## config.mk

```make
export PLATFORM = sky130hd
export DESIGN_NAME = seven_segments_scan
export DESIGN_NICKNAME = d
export VERILOG_FILES = /design/src/rtl/seven_segments_scan.sv
export SDC_FILE = /design/constraint.sdc
export NUM_CORES = 1
export LEC_CHECK = 0
export ABC_AREA = 1
export CORE_AREA = 2 2 78 80
export CTS_BUF_LIST = sky130_fd_sc_hd__clkbuf_4
export DETAILED_ROUTE_END_ITERATION = 6
export DIE_AREA = 0 0 80 82
export MAX_ROUTING_LAYER = met4
export PLACE_DENSITY = 0.59
export RECOVER_POWER = 25
export SYNTH_ARGS = -nofsm -noshare
export SYNTH_HDL_FRONTEND = slang
export SYNTH_SLANG_ARGS = --single-unit
```

## constraint.sdc

```tcl
create_clock -name clk -period 1.6 [get_ports clk]
set_input_delay 0.4 -clock clk [delete_from_list [all_inputs] [get_ports clk]]
set_output_delay 0.4 -clock clk [all_outputs]
set_load 0.05 [all_outputs]
```

## src/rtl/seven_segments_scan.sv

```systemverilog
// seven_segments_scan: time-multiplexed multi-digit seven-segment driver.
// Holds a shadow copy of the digit nibbles and scans them one slot at a
// time. Each slot opens with a dead time to suppress ghosting. Supports
// optional leading-zero blanking, hex or decimal glyphs, and pin polarity.
module seven_segments_scan #(
    parameter int DIGITS         = 4,
    parameter int REFRESH_DIV    = 1000,
    parameter int DEADTIME       = 1,
    parameter int HEX_MODE       = 0,
    parameter int SEG_ACTIVE_LOW = 0,
    parameter int DIG_ACTIVE_LOW = 0
) (
    input  logic                  clk,
    input  logic                  reset_n,
    input  logic [4*DIGITS-1:0]   value,
    input  logic                  load,
    input  logic                  blank_lz,
    input  logic                  enable,
    output logic [6:0]            segments,
    output logic [DIGITS-1:0]     digit_sel,
    output logic                  error
);

    localparam int TICK_W = $clog2(REFRESH_DIV);
    localparam int IDX_W  = (DIGITS > 1) ? $clog2(DIGITS) : 1;

    // The inversion masks double as the reset value, so reset always
    // leaves the pins at their inactive level.
    localparam logic [6:0]        SEG_INV = (SEG_ACTIVE_LOW != 0) ? 7'h7F : 7'h00;
    localparam logic [DIGITS-1:0] DIG_INV = (DIG_ACTIVE_LOW != 0) ? '1 : '0;

    logic [4*DIGITS-1:0] shadow_q, shadow_d;
    logic [TICK_W-1:0]   tick_q, tick_d;
    logic [IDX_W-1:0]    idx_q, idx_d;
    logic                error_q, error_d;
    logic [6:0]          segments_q, segments_d;
    logic [DIGITS-1:0]   digit_sel_q, digit_sel_d;

    logic [DIGITS-1:0]   lz;        // lz[i]: nibbles DIGITS-1..i are all zero
    logic                any_bad;   // some shadow nibble is above 9
    logic [3:0]          nib;
    logic                in_dead;
    logic                blanked;
    logic                lit;

    // Maps a nibble to its glyph (bit6 = middle ... bit0 = top).
    function automatic logic [6:0] glyph(input logic [3:0] n);
        logic [6:0] g;
        case (n)
            4'd0:  g = 7'b0111111;
            4'd1:  g = 7'b0000110;
            4'd2:  g = 7'b1011011;
            4'd3:  g = 7'b1001111;
            4'd4:  g = 7'b1100110;
            4'd5:  g = 7'b1101101;
            4'd6:  g = 7'b1111101;
            4'd7:  g = 7'b0000111;
            4'd8:  g = 7'b1111111;
            4'd9:  g = 7'b1101111;
            4'd10: g = (HEX_MODE != 0) ? 7'b1110111 : 7'b1111001;
            4'd11: g = (HEX_MODE != 0) ? 7'b1111100 : 7'b1111001;
            4'd12: g = (HEX_MODE != 0) ? 7'b0111001 : 7'b1111001;
            4'd13: g = (HEX_MODE != 0) ? 7'b1011110 : 7'b1111001;
            4'd14: g = 7'b1111001;
            default: g = (HEX_MODE != 0) ? 7'b1110001 : 7'b1111001;
        endcase
        return g;
    endfunction

    // Leading-zero map and decimal range check over the shadow nibbles.
    always_comb begin
        logic allz;
        allz    = 1'b1;
        any_bad = 1'b0;
        lz      = '0;
        for (int i = DIGITS - 1; i >= 0; i--) begin
            allz  = allz && (shadow_q[4*i +: 4] == 4'd0);
            lz[i] = allz;
            if (shadow_q[4*i +: 4] > 4'd9)
                any_bad = 1'b1;
        end
    end

    // Scan counters, shadow load and the next registered pin values.
    always_comb begin
        shadow_d = load ? value : shadow_q;

        tick_d = tick_q + 1'b1;
        idx_d  = idx_q;
        if (tick_q == TICK_W'(REFRESH_DIV - 1)) begin
            tick_d = '0;
            idx_d  = (idx_q == IDX_W'(DIGITS - 1)) ? '0 : idx_q + 1'b1;
        end

        // The output path reads the pre-load shadow; new data takes effect
        // one edge after the load.
        nib     = shadow_q[4*idx_q +: 4];
        in_dead = 32'(tick_q) < 32'(DEADTIME);
        blanked = blank_lz && (idx_q != '0) && lz[idx_q];
        lit     = enable && !in_dead && !blanked;

        segments_d  = (lit ? glyph(nib) : 7'd0) ^ SEG_INV;
        digit_sel_d = (lit ? (DIGITS'(1) << idx_q) : '0) ^ DIG_INV;
        error_d     = (HEX_MODE == 0) && any_bad;
    end

    // State register; reset wins over load, enable and the scan.
    always_ff @(posedge clk) begin
        if (!reset_n) begin
            shadow_q    <= '0;
            tick_q      <= '0;
            idx_q       <= '0;
            error_q     <= 1'b0;
            segments_q  <= SEG_INV;
            digit_sel_q <= DIG_INV;
        end else begin
            shadow_q    <= shadow_d;
            tick_q      <= tick_d;
            idx_q       <= idx_d;
            error_q     <= error_d;
            segments_q  <= segments_d;
            digit_sel_q <= digit_sel_d;
        end
    end

    assign segments  = segments_q;
    assign digit_sel = digit_sel_q;
    assign error     = error_q;

endmodule
```

==> key figures <==
Routing
  • 1st-pass router iterations: 4
  • Final WL: 4.14 mm
  • Vias per cell: 4.42
  • Avg WL per Cell: 10.5 µm
  • Iteration-0 DRC Markers: 74
  • Post-route ant nets: 0
  • DR DRC count: 0
  • Via count: 1739

Clocking
  • Clk_lat worst skew: 0.36 ns
  • Clock buffer depth: 2
  • CTS tree: done
  • Root buf cell: clkbuf_4
  • Clk sinks: 40
  • CTS H-tree depth: 2
  • Clk pin slew, worst setup/hold paths: 0.12 ns
  • Num CTS Buffers: 5

Cells and area
  • Fraction of layout cells with a size suffix above 1: 22.3%
  • Post-layout instance area: 0.00263 mm²
  • Area Growth Syn to Fin: 33.9%
  • Most common cell after layout, fill and taps aside: nor2_1
  • N_diodes: 0
  • Net count, final: 349
  • Multi-input logic area: 0.00101 mm²
  • Number of fill cells: 611
  • Fin cells: 393
  • Commonest non-fill, non-tap cells in the layout: 46 x nor2_1, 39 x nand2_1, 38 x dfxtp_1
  • Seq. cell area: 806 µm²

Run
  • Max-cap viol count: 0

Synth
  • Yosys cell types: 30
  • Synthesized area: 0.00196 mm²
  • Warnings from Yosys: 0
  • Post-Syn Instances: 267
  • Syn avg cell area: 7.35 µm²
  • Seq/Total Area, Yosys: 40.8%
  • Syn nets: 298
  • FF+latch count, synth: 40

GRT
  • Vias in the first global route: 1587
  • Largest net degree at the start of global routing: 24
  • Total GRT Usage: 14.2%
  • First-pass GRT wire length: 6.97 mm
  • Grt total ovfl: 0
  • Initial antenna violation count: 0

Power and ir drop
  • Cell leakage power: 1.14 nW
  • Logic pwr share: 19.2%
  • Sw Ratio: 28.6%
  • Sw Pwr: 545 µW
  • Seq pwr share: 56.5%
  • Pwr/cell area: 725 mW/mm²
  • Maximum VDD drop: 0.000351 V
  • P_int: 1.36 mW
  • Clock network fraction of design power: 24.3%

Worst setup path
  • CP endpoint kind: register
  • Crit path required time: 1.85 ns
  • Top delay family on crit path: simple AND/OR/NAND/NOR gates
  • CP peak stage delay: 0.41 ns
  • Critical path cell sequence: buf_6, nor2_1, nor2_1, nand2_1, nand2_2, inv_2, ha_1, nand2_1, nand2_2, inv_2, a21oi_2
  • CP Max Fanout: 6
  • Critical setup path kind: reg -> reg
  • Worst EP arrival: 1.75 ns
  • Crit path max-delay cell type: dfxtp_4
  • Buf/Inv on CP: 3
  • Startpoint Class: register

Die
  • # rows: 28
  • DIE WIDTH: 80 µm
  • Core area: 0.00575 mm²
  • Ports: 33
  • Initial Util: 34.2%
  • DIE HEIGHT: 82 µm
  • Die area: 0.00656 mm²

Place
  • Placed insts: 381
  • IO Port Bufs: 32
  • RePlAce Congestion: 0.798
  • Placed cell area: 0.00257 mm²
  • DP HPWL: 3.16 mm

STA
  • Clk_skew: 0.0135 ns
  • Hold slack: 0.480 ns
  • Slew @ Worst Pin: 0.568 ns
  • Hold Fails Final Rpt: 0
  • RSZ-0062 raised after global routing: yes
  • Max_slew headroom: 62.1%
  • Fin Setup TNS: 0 ns
  • Crit share post-route: 93.7%
  • Final slew viol count: 0
  • Peak Freq: 0.667 GHz
  • Endpoints failing setup: 0
  • Final min period: 1.50 ns

Worst hold path
  • Worst Hold Class: reg -> reg

Outcome
  • Status: complete, no violations
==> area by class of cell <==
type | instances | share of cell area (%)
clock buffer | 5 | 1.43
clock inverter | 2 | 0.286
inverter | 33 | 4.71
multi-input combinational | 188 | 38.5
sequential | 40 | 30.7
tap | 75 | 3.57
timing repair buffer | 50 | 20.8
==> sequential cells by signal (all words and copies together) (netlist names) <==
signal,flops
shadow_q,16
error,1
idx_q,2
digit_sel,4
segments,7
tick_q,10
==> power groups by stage <==
stage / Combinational, mW / Sequential [mW] / Clock (mW)
floorplan: 0.166 / 1.14 / 0
global placement: 0.366 / 1.10 / 0
detailed placement: 0.368 / 1.10 / 0
CTS: 0.375 / 1.08 / 0.490
global route: 0.408 / 1.08 / 0.535
finish: 0.366 / 1.08 / 0.464
==> through the flow <==
step                power, mW  setup WS [ns]  util, %
floorplan                1.31          0.109        -
global placement         1.47        -0.0479     44.7
detailed placement       1.47        -0.0493     44.7
CTS                      1.95         0.0385     45.8
global route             2.02        -0.0148     45.8
finish                   1.91          0.101     45.8
==> kinds of logic (layout without fill, tap and decap cells) <==
| family | Yosys count | count (layout) | synth area share [%] |
|---|---|---|---|
| xor gates and xnor gates | 1 | 1 | 0.446 |
| and+or+nand+nor | 127 | 127 | 30.7 |
| AOI/OAI and AO/OA | 50 | 50 | 13.4 |
| adders and majority gates | 10 | 10 | 6.37 |
| DFF | 40 | 40 | 40.8 |
| buffers and inverters | 39 | 90 | 8.29 |
==> cells in the mapped netlist (all sizes together) <==
cell / instances / area [µm²]
o21ai: 23 / 115
o21a: 1 / 7.51
nor3: 2 / 15.0
inv: 33 / 124
nand2: 49 / 219
a21oi: 24 / 128
nand3b: 1 / 7.51
nor2: 56 / 249
buf: 3 / 27.5
o22ai: 1 / 6.26
clkbuf: 3 / 11.3
ha: 10 / 125
dfxtp: 40 / 801
nand3: 15 / 85.1
nor3b: 1 / 7.51
a21boi: 1 / 7.51
xor2: 1 / 8.76
or2: 1 / 6.26
nand4: 2 / 12.5
==> routing by layer <==
metal	part of all wire [%]	global-route usage, %	vias to the layer above	wire [µm]
met5	0	-	-	0
met4	2.0	6.10	0	81
met3	4.1	4.40	7	170
met2	43	21.7	31	1770
met1	51	17.4	756	2110
li1	-	-	945	-
==> worst paths after layout <==
kind | start | end | slack [ns] | depth (start not counted)
worst max-delay path | idx_q[0] | segments[3] | 0.10 | 11
worst min-delay path | tick_q[0] | tick_q[0] | 0.48 | 1
worst max register to register | idx_q[0] | segments[3] | 0.10 | 11
worst min register to register | tick_q[0] | tick_q[0] | 0.48 | 1
==> worst register-to-register path, cell delays in order, from the launching register on <==
cell	delay (ns)
dfxtp_4	0.41
buf_6	0.12
nor2_1	0.04
nor2_1	0.08
nand2_1	0.08
nand2_2	0.12
inv_2	0.06
ha_1	0.27
nand2_1	0.08
nand2_2	0.06
inv_2	0.05
a21oi_2	0.04
==> timing repair <==
| item | in CTS | in global routing |
|---|---|---|
| setup endpoints to repair | 6 | 6 |
| hold buffers | 0 | 0 |
| gates resized for setup | 1 | 11 |
| gates cloned | 0 | 0 |
| pin swaps | 1 | 4 |
| buffers inserted | 2 | 3 |
No activity file was read; power rests on OpenSTA's default activity.
